$ cat src/rtl/apple_video_pkg.sv
// rtl/apple_video_pkg.sv - shared types, constants and row-base helper for the Apple II video fetch path
package apple_video_pkg;

  typedef enum logic [1:0] {
    ST_IDLE = 2'd0,
    ST_REQ  = 2'd1,
    ST_WAIT = 2'd2,
    ST_DONE = 2'd3
  } fetch_state_t;

  localparam logic [15:0] TEXT_BASE       = 16'h0400;
  localparam logic [15:0] HIRES_BASE      = 16'h2000;
  localparam logic [15:0] PAGE2_TEXT_OFS  = 16'h0400;
  localparam logic [15:0] PAGE2_HIRES_OFS = 16'h2000;

  // Byte address of the first column of a scanline; Apple II rows are interleaved
  // in groups of 8 (x128) and thirds of the screen (x40), hires adds the 1 KB sub-row.
  function automatic logic [15:0] row_base(input logic [7:0] line,
                                           input logic hires,
                                           input logic page2);
    logic [15:0] base;
    if (hires) begin
      base = HIRES_BASE + (page2 ? PAGE2_HIRES_OFS : 16'h0000) + {3'b000, line[2:0], 10'b0};
    end else begin
      base = TEXT_BASE + (page2 ? PAGE2_TEXT_OFS : 16'h0000);
    end
    base = base + {6'b0, line[5:3], 7'b0} + (16'(line[7:6]) * 16'd40);
    return base;
  endfunction

endpackage

$ cat src/rtl/line_buffer_pp.sv
// rtl/line_buffer_pp.sv - 2x40x16 ping-pong line buffer, word-wide write, registered column read
module line_buffer_pp
  import apple_video_pkg::*;
(
  input  logic        clk,
  input  logic        reset,
  input  logic        wr_en,
  input  logic [4:0]  wr_word,
  input  logic [31:0] wr_data,
  input  logic        swap,
  input  logic [5:0]  rd_addr,
  output logic [15:0] rd_data
);

  localparam logic [5:0] NUM_COLS = 6'd40;

  // Each entry holds one SDRAM word = two columns; index is {bank, word}.
  logic [31:0] ram [0:63];
  logic        fill_bank;
  logic        render_bank;
  logic [5:0]  wr_idx;
  logic [5:0]  rd_idx;

  assign render_bank = ~fill_bank;
  assign wr_idx      = {fill_bank, wr_word};
  assign rd_idx      = {render_bank, rd_addr[5:1]};

  // Bank select: the fill bank toggles when a complete line is handed to the renderer.
  always_ff @(posedge clk) begin
    if (reset) begin
      fill_bank <= 1'b0;
    end else if (swap) begin
      fill_bank <= ~fill_bank;
    end
  end

  // Write port: contents need no reset, they are only shown after a full line lands.
  always_ff @(posedge clk) begin
    if (wr_en) begin
      ram[wr_idx] <= wr_data;
    end
  end

  // Registered read from the render bank; even column is the low half of the word.
  always_ff @(posedge clk) begin
    if (reset) begin
      rd_data <= 16'h0000;
    end else if (rd_addr >= NUM_COLS) begin
      rd_data <= 16'h0000;
    end else if (rd_addr[0]) begin
      rd_data <= ram[rd_idx][31:16];
    end else begin
      rd_data <= ram[rd_idx][15:0];
    end
  end

endmodule

$ cat src/rtl/apple_line_fetch.sv
// rtl/apple_line_fetch.sv - per-scanline SDRAM row fetch into a ping-pong line buffer
module apple_line_fetch
  import apple_video_pkg::*;
#(
  parameter int WORDS_PER_LINE = 20,
  parameter int TIMEOUT_CYCLES = 255,
  parameter int ADDR_WIDTH     = 21
)
(
  input  logic                  clk_logic,
  input  logic                  system_reset,
  input  logic                  line_start_i,
  input  logic [7:0]            line_i,
  input  logic                  hires_i,
  input  logic                  page2_i,
  input  logic                  bank_i,
  output logic                  mem_rd_o,
  output logic [ADDR_WIDTH-1:0] mem_addr_o,
  input  logic                  mem_ready_i,
  input  logic                  mem_available_i,
  input  logic [31:0]           mem_q_i,
  input  logic [5:0]            buf_addr_i,
  output logic [15:0]           buf_data_o,
  output logic                  busy_o,
  output logic                  line_done_o,
  output logic                  overrun_o,
  output logic                  timeout_o
);

  localparam int              TW     = $clog2(TIMEOUT_CYCLES + 1);
  localparam logic [4:0]      K_LAST = 5'(WORDS_PER_LINE - 1);
  localparam logic [TW-1:0]   T_LAST = TW'(TIMEOUT_CYCLES - 1);

  fetch_state_t  state;
  fetch_state_t  state_nx;
  logic [14:0]   base_word_l;
  logic          bank_l;
  logic [4:0]    k;
  logic [TW-1:0] timer;
  logic [15:0]   row_base_w;
  logic          unused_base_lsb;
  logic [14:0]   word_addr;
  logic          last_word;
  logic          take_data;
  logic          swap;

  // The row base is always even, so only its word part is kept.
  assign row_base_w      = row_base(line_i, hires_i, page2_i);
  assign unused_base_lsb = row_base_w[0];

  assign last_word  = (k == K_LAST);
  assign take_data  = ((state == ST_REQ) && mem_ready_i && mem_available_i) ||
                      ((state == ST_WAIT) && mem_available_i);
  assign word_addr  = base_word_l + {10'b0, k};
  assign mem_addr_o = {{(ADDR_WIDTH-16){1'b0}}, bank_l, word_addr};

  // State register.
  always_ff @(posedge clk_logic) begin
    if (system_reset) begin
      state <= ST_IDLE;
    end else begin
      state <= state_nx;
    end
  end

  // Next-state: one request outstanding; data may arrive in the accept cycle.
  always_comb begin
    state_nx = state;
    case (state)
      ST_IDLE: begin
        if (line_start_i) state_nx = ST_REQ;
      end
      ST_REQ: begin
        if (mem_ready_i) begin
          if (mem_available_i) state_nx = last_word ? ST_DONE : ST_REQ;
          else                 state_nx = ST_WAIT;
        end
      end
      ST_WAIT: begin
        if (mem_available_i)      state_nx = last_word ? ST_DONE : ST_REQ;
        else if (timer == T_LAST) state_nx = ST_IDLE;
      end
      ST_DONE: state_nx = ST_IDLE;
      default: state_nx = ST_IDLE;
    endcase
  end

  // Moore outputs decoded from state.
  always_comb begin
    mem_rd_o    = 1'b0;
    busy_o      = 1'b0;
    line_done_o = 1'b0;
    swap        = 1'b0;
    case (state)
      ST_REQ:  begin mem_rd_o = 1'b1; busy_o = 1'b1; end
      ST_WAIT: busy_o = 1'b1;
      ST_DONE: begin busy_o = 1'b1; line_done_o = 1'b1; swap = 1'b1; end
      default: ;
    endcase
  end

  // Line parameters latched at the start strobe, word index and response timer.
  always_ff @(posedge clk_logic) begin
    if (system_reset) begin
      base_word_l <= 15'd0;
      bank_l      <= 1'b0;
      k           <= 5'd0;
      timer       <= '0;
    end else begin
      if ((state == ST_IDLE) && line_start_i) begin
        base_word_l <= row_base_w[15:1];
        bank_l      <= bank_i;
        k           <= 5'd0;
      end
      if ((state == ST_REQ) && mem_ready_i) begin
        timer <= '0;
      end else if (state == ST_WAIT) begin
        timer <= timer + TW'(1);
      end
      if (take_data && !last_word) begin
        k <= k + 5'd1;
      end
    end
  end

  // Error pulses, registered so they appear the cycle after the event.
  always_ff @(posedge clk_logic) begin
    if (system_reset) begin
      overrun_o <= 1'b0;
      timeout_o <= 1'b0;
    end else begin
      overrun_o <= line_start_i && (state != ST_IDLE);
      timeout_o <= (state == ST_WAIT) && !mem_available_i && (timer == T_LAST);
    end
  end

  line_buffer_pp u_buf (
    .clk     (clk_logic),
    .reset   (system_reset),
    .wr_en   (take_data),
    .wr_word (k),
    .wr_data (mem_q_i),
    .swap    (swap),
    .rd_addr (buf_addr_i),
    .rd_data (buf_data_o)
  );

endmodule

$ cat config.mk
export PLATFORM = sky130hd
export DESIGN_NAME = apple_line_fetch
export DESIGN_NICKNAME = d
export VERILOG_FILES = /design/src/rtl/apple_video_pkg.sv /design/src/rtl/line_buffer_pp.sv /design/src/rtl/apple_line_fetch.sv
export SDC_FILE = /design/constraint.sdc
export NUM_CORES = 2
export LEC_CHECK = 0
export BUFFER_PORTS_ARGS = -buffer_cell sky130_fd_sc_hd__clkbuf_2
export CAP_MARGIN = 25
export CORE_AREA = 2 2 484 486
export DETAILED_ROUTE_END_ITERATION = 8
export DIE_AREA = 0 0 486 488
export MAX_ROUTING_LAYER = met4
export PLACE_DENSITY = 0.46
export SYNTH_ARGS = -nofsm -noshare
export SYNTH_HDL_FRONTEND = slang
export SYNTH_HIERARCHICAL = 1
export SYNTH_SLANG_ARGS = --single-unit
$ cat constraint.sdc
create_clock -name clk_logic -period 10.4 [get_ports clk_logic]
set_input_delay 0.52 -clock clk_logic [delete_from_list [all_inputs] [get_ports clk_logic]]
set_output_delay 0.52 -clock clk_logic [all_outputs]
set_load 0.01 [all_outputs]
# Yosys cells after proc, flatten, opt, wreduce, memory -nomap -nowiden
# Memory sizes are Yosys's and may differ from the RTL's.
# Cells that the tools add are included.
dict set report totals {
  ff_bits 50
  ram_bits 2048
  memories 1
}
dict set report classes {
  n_addsub 8
  multipliers 1
  n_lt_le_gt_ge 1
  eq_ne 8
  n_mux 18
  bitwise_logic 1
  reduce_logical 18
}
# memory depth word_bits rd rd_clocked_by_memory_dff wr line_no
set mem_list {}
lappend mem_list {u_buf.ram 64 32 1 0 1 line_buffer_pp.sv:18} ;# logic [31:0] ram [0:63];
# op count
set op_table {}
lappend op_table {{$mux W16} 2}
lappend op_table {{$add A15 B13 Y16} 1}
lappend op_table {{$add A16 B10 Y16} 1}
lappend op_table {{$add A16 B8 Y16} 1}
lappend op_table {{$add A14 B14 Y15 const A} 1}
lappend op_table {{$add A15 B5 Y15} 1}
lappend op_table {{$mux W14} 1}
lappend op_table {{$add A11 B11 Y12 const A} 1}
lappend op_table {{$mux W2} 6}
lappend op_table {{$mux W11} 1}
lappend op_table {{$mux W5} 2}
lappend op_table {{$add A8 B1 Y8 const B} 1}
lappend op_table {{$eq A8 B8 Y1 const B} 1}
lappend op_table {{$logic_and A1 B1 Y1} 8}
lappend op_table {{$pmux W2 S4} 1}
lappend op_table {{$ge A6 B6 Y1 const B} 1}
lappend op_table {{$add A5 B1 Y5 const B} 1}
lappend op_table {{$eq A5 B5 Y1 const B} 1}
lappend op_table {{$mul A2 B3 Y5 const B} 1}
lappend op_table {{$mux W1} 5}
lappend op_table {{$eq A2 B2 Y1 const B} 2}
lappend op_table {{$ne A2 B2 Y1 const B} 2}
lappend op_table {{$reduce_bool A2 Y1} 2}
lappend op_table {{$reduce_or A2 Y1} 2}
lappend op_table {{other kinds (8)} 9}

# Longest topological paths before layout
dict set report logic_depth {
  depth_word 6
  mapped_depth 10
}

# Cells and area by module
# Netlist, hierarchy kept.
# mod instances cells_per_inst area_per_inst_um2 seq_area_each_um2
set by_module_without_submodules {}
lappend by_module_without_submodules {line_buffer_pp 1 3633 79221.0 61839.3}
lappend by_module_without_submodules {apple_line_fetch 1 183 1550.2 560.5}

# Worst setup path before layout
# OpenSTA, ideal clock, no wires.
dict set report synth_timing {
  path_type {input to register}
  start {input port mem_ready_i}
  end {memory u_buf.ram[48][0], enable pin}
  arrival_ns 3.708
  path_slack_ns 6.231
  cell_stages 5
  path_buffers 0
  cell_sequence {nand3b_4 a21oi_1 nand2_1 or4_1 nor3_1}
}
dict set report synth_between {
  elab_chain_cells 5
}
# item line_no
set synth_rtl {}
lappend synth_rtl {{start, declared} apple_line_fetch.sv:19} ;# input logic mem_ready_i,
lappend synth_rtl {{$logic_and A1 B1 Y1 (2 in a row)} apple_line_fetch.sv:52} ;# assign take_data = ((state == ST_REQ) && mem_ready_i && mem_available_i) ||
lappend synth_rtl {{$logic_or A1 B1 Y1} apple_line_fetch.sv:52}
lappend synth_rtl {{named net take_data} apple_line_fetch.sv:44} ;# logic take_data;
lappend synth_rtl {{$mux W1} line_buffer_pp.sv:39} ;# if (wr_en) begin
lappend synth_rtl {{$mux W1 (not written as such)} line_buffer_pp.sv:40} ;# ram[wr_idx] <= wr_data;
lappend synth_rtl {{end, declared} line_buffer_pp.sv:18}
# The timed path passes the listed nets, and every way through them passes these cells.

# Final worst setup path
dict set report layout_timing {
  start {register state[0]}
  end {memory u_buf.ram[47][16], enable pin}
}
dict set report layout_between {
  elab_chain_cells 6
  word_cells_on_any_way 8
  cone_classes {eq/ne: 2; mux: 2; reduce/logical: 4}
}
# item line_no
set layout_rtl {}
lappend layout_rtl {{start, declared} apple_line_fetch.sv:34} ;# fetch_state_t state;
lappend layout_rtl {{start signal, assigned} apple_line_fetch.sv:62} ;# state <= state_nx;
lappend layout_rtl {{$eq A2 B1 Y1} apple_line_fetch.sv:52}
lappend layout_rtl {{$logic_and A1 B1 Y1 (2 in a row)} apple_line_fetch.sv:52}
lappend layout_rtl {{$logic_or A1 B1 Y1 *} apple_line_fetch.sv:52}
lappend layout_rtl {{named net take_data} apple_line_fetch.sv:44}
lappend layout_rtl {{$mux W1 *} line_buffer_pp.sv:39}
lappend layout_rtl {{$mux W1 (not written as such) *} line_buffer_pp.sv:40}
# Mark *: on every way through the listed nets, which the timed path passes. The rest lies on a longest branch.

==> flow_metrics.tcl <==
set metrics [dict create \
    status "complete, no violations" \
    nNetsFinal 4149 \
    core_area_um2 232000 \
    grt_pass1_wl_um 321000 \
    crit_slowest_cell "nor2_4" \
    power.switching_mw 3.78 \
    path_max_fanout 20 \
    cts_resized 0 \
    synthAdderAreaFrac_pct 0.118 \
    synthDistinctLibCells 57 \
    synth.area.mux_share_pct 16.3 \
    finalCritPeriodShare_pct 40.2 \
    utilization_pct 40.1 \
    die_h_um 488 \
    dr.pass1.iters 7 \
    hold_class "in2reg" \
    hold_ws_ns 0.157 \
    area_growth_pct 15.0 \
    num_vias 39097 \
    critPathKind "reg2reg" \
    arrival_ns 4.65 \
    timing.fmax_ghz 0.239 \
    post-route-min-period_ns 4.18 \
    grt_usage_pct 19.7 \
    p_clk_share_pct 43.3 \
    gp_congestion 0.744 \
    clockBufferDepth 3 \
    first_global_vias 40506 \
    avgSynthCellArea_um2 21.2 \
    overflow 0 \
    tightest_slew_ns 1.13 \
    drv_cap 0 \
    cts_tree "done" \
    synth_edf_count 2048 \
    p_comb_share_pct 4.5 \
    dieArea_um2 237000 \
    crit_path_max_incr_delay_ns 0.96 \
    powerDensity_nw_per_um2 191 \
    seq_area_um2 62400 \
    clk_pin_slew_ns 0.06 \
    max-vdd-ir-drop_mv 0.174 \
    fillCellCount 20541 \
    worstPathRequired_ns 10.87 \
    start_util_pct 34.8 \
    port-buffer-count 90 \
    io_pins 96 \
    fp.dieW_um 486 \
    synth-seq-cells 2093 \
    drive_gt1_share_pct 24.9 \
    crit_path_end_kind "flop" \
    antenna_found_initial 12 \
    clkLatencyLatePin_ns 0.85 \
    synth_compound_area_share_pct 2.43 \
    antenna_left 0 \
    ys.flop_type "edfxtp_1" \
    wl_um 228000 \
    skew_ns 0.0308 \
    power.total_mw 17.8 \
    intPower_mw 14.0 \
    hpwl_um 121000 \
    seq_power_share_pct 52.3 \
    rsz0062_at_grt "no" \
    synthArstFlopShare_pct 0 \
    tns_ns 0 \
    grt_max_degree 97 \
    drv_slew 0 \
    synthCells 3816 \
    mostFrequentLayoutCell "edfxtp_1" \
    fp-row-count 177 \
    numCtsBuffers 222 \
    cts_sinks 2093 \
    multi_input_area_um2 17700 \
    cts_root_buffer "clkbuf_16" \
    drt-initial-drc-count 3642 \
    drc_errors 0 \
    leakage_nw 29.8 \
    wl_per_cell_um 31.1 \
    cp-start-kind "flop" \
    ys_seq_area_share_pct 77.3 \
    max_slew_margin_pct 24.1 \
    hold_violations 0 \
    crit_chain "nand3b_4 -> a21oi_1 -> nand4_1 -> nor2_4 -> buf_4" \
    final_cell_mix "edfxtp_1 (2048), mux2i_1 (408), mux4_2 (405)" \
    switching_share_pct 21.3 \
    yosys.area_share.simple_pct 2.18 \
    synth-xor-area-share_pct 0.173 \
    avgViaCountPerCell 5.34 \
    htree_levels 4 \
    syn_area_um2 80800 \
    synth_top_family_by_area "multiplexers" \
    setup_violations 0 \
    yosys_warnings 6 \
]
-- registers in the layout (all words and copies together), names as in the netlist --
register         cells
bank_l               1
base_word_l         10
k                    5
overrun_o            1
state                2
timeout_o            1
timer                8
u_buf/fill_bank      1
u_buf/ram         2048
u_buf/rd_data       16
-- path summary, 6_finish.rpt --
path,start,end,slack [ns],cells after the start
worst min register to register,bank_l,bank_l,0.47,2
worst max register to register,state[0],u_buf/ram[47][16],6.22,5
worst min-delay path,system_reset,state[1],0.16,3
worst max-delay path,state[0],u_buf/ram[47][16],6.22,5
-- layer usage --
metal / up-vias / global-route usage [%] / part of all wire, %
li1: 16453 / - / -
met1: 21406 / 27.2 / 45
met2: 937 / 31.0 / 48
met3: 301 / 2.61 / 4.3
met4: 0 / 5.08 / 2.3
met5: - / - / 0
-- stage by stage --
stage | cells | area (um^2) | setup WS, ns
floorplan | 3820 | 80800 | 6.23
global placement | 6883 | 85600 | 5.06
detailed placement | 6891 | 85700 | 5.47
CTS | 7320 | 92900 | 6.08
global route | 7323 | 92900 | 6.05
finish | 7327 | 92900 | 6.22
-- cells by family after synthesis --
logic type,after synthesis
DFF,2093
muxes,813
and+or+nand+nor,369
AOI/OAI and AO/OA,292
buffers and inverters,225
xor gates and xnor gates,16
adders and majority gates,7
other,1
-- final cells by class --
class                           instances  share of cell area [%]
Sequential cell                      2093                    67.2
Multi-Input combinational cell       1502                    19.1
Clock buffer                          286                    6.43
Tap cell                             3043                    4.10
Timing Repair Buffer                  263                    2.04
Clock inverter                        127                    1.13
Inverter                                6                  0.0242
Antenna cell                            7                  0.0189
-- power groups by stage --
stage / Combinational [mW] / Clock, mW / Sequential (mW)
6_report: 0.795 / 7.69 / 9.29
5_1_grt: 0.855 / 8.20 / 9.28
4_1_cts: 0.819 / 7.87 / 9.29
3_5_place_dp: 0.813 / 0 / 9.47
3_3_place_gp: 0.807 / 0 / 9.47
2_1_floorplan: 0.444 / 0 / 9.46
-- worst max-delay path, delay by kind of cell, from the launching register on --
family	cells	cell delay, ns
simple gates	3	1.99
compound gates	1	0.69
buf+inv	1	0.54
flops	1	0.53
-- cells in the mapped netlist (4+ instances only) --
cell type     n  area share, %
a31oi_1       6          0.046
o22ai_1      69           0.53
buf_6        13           0.18
nor4b_1       9          0.098
a31o_2       27           0.29
nand3b_1      4          0.037
nand3_1      34           0.21
nand2b_1      5          0.039
xor2_1        9          0.098
buf_4        41           0.38
nor3_1        5          0.031
nor2_1      139           0.65
ha_1          6          0.093
clkbuf_1     67           0.31
edfxtp_1   2048             76
o32ai_1       5          0.054
nand4_1       5          0.039
mux4_2      405             11
a21oi_1      76           0.47
buf_1        13          0.060
dfxtp_1      45            1.1
a22oi_1      57           0.53
nor2b_1      11          0.085
inv_1         6          0.028
nor4_1       22           0.17
buf_2        85           0.53
xnor2_1       7          0.076
mux2i_1     408            5.1
a211oi_1      7          0.065
and3_1       23           0.18
o31ai_1      27           0.25
o221ai_1      5          0.054
nand2_1      89           0.41
o21ai_0       4          0.025
or3_1         6          0.046
and2_1        6          0.046
-- repair_timing --
| action | in CTS | in global routing |
|---|---|---|
| hold endpoints to repair | 14 | 0 |
| endpoints found under the setup margin | 0 | 0 |
| hold buffers | 16 | 0 |
| buffers inserted | 0 | 0 |
Note: power is estimated with default switching activity, not from simulation.
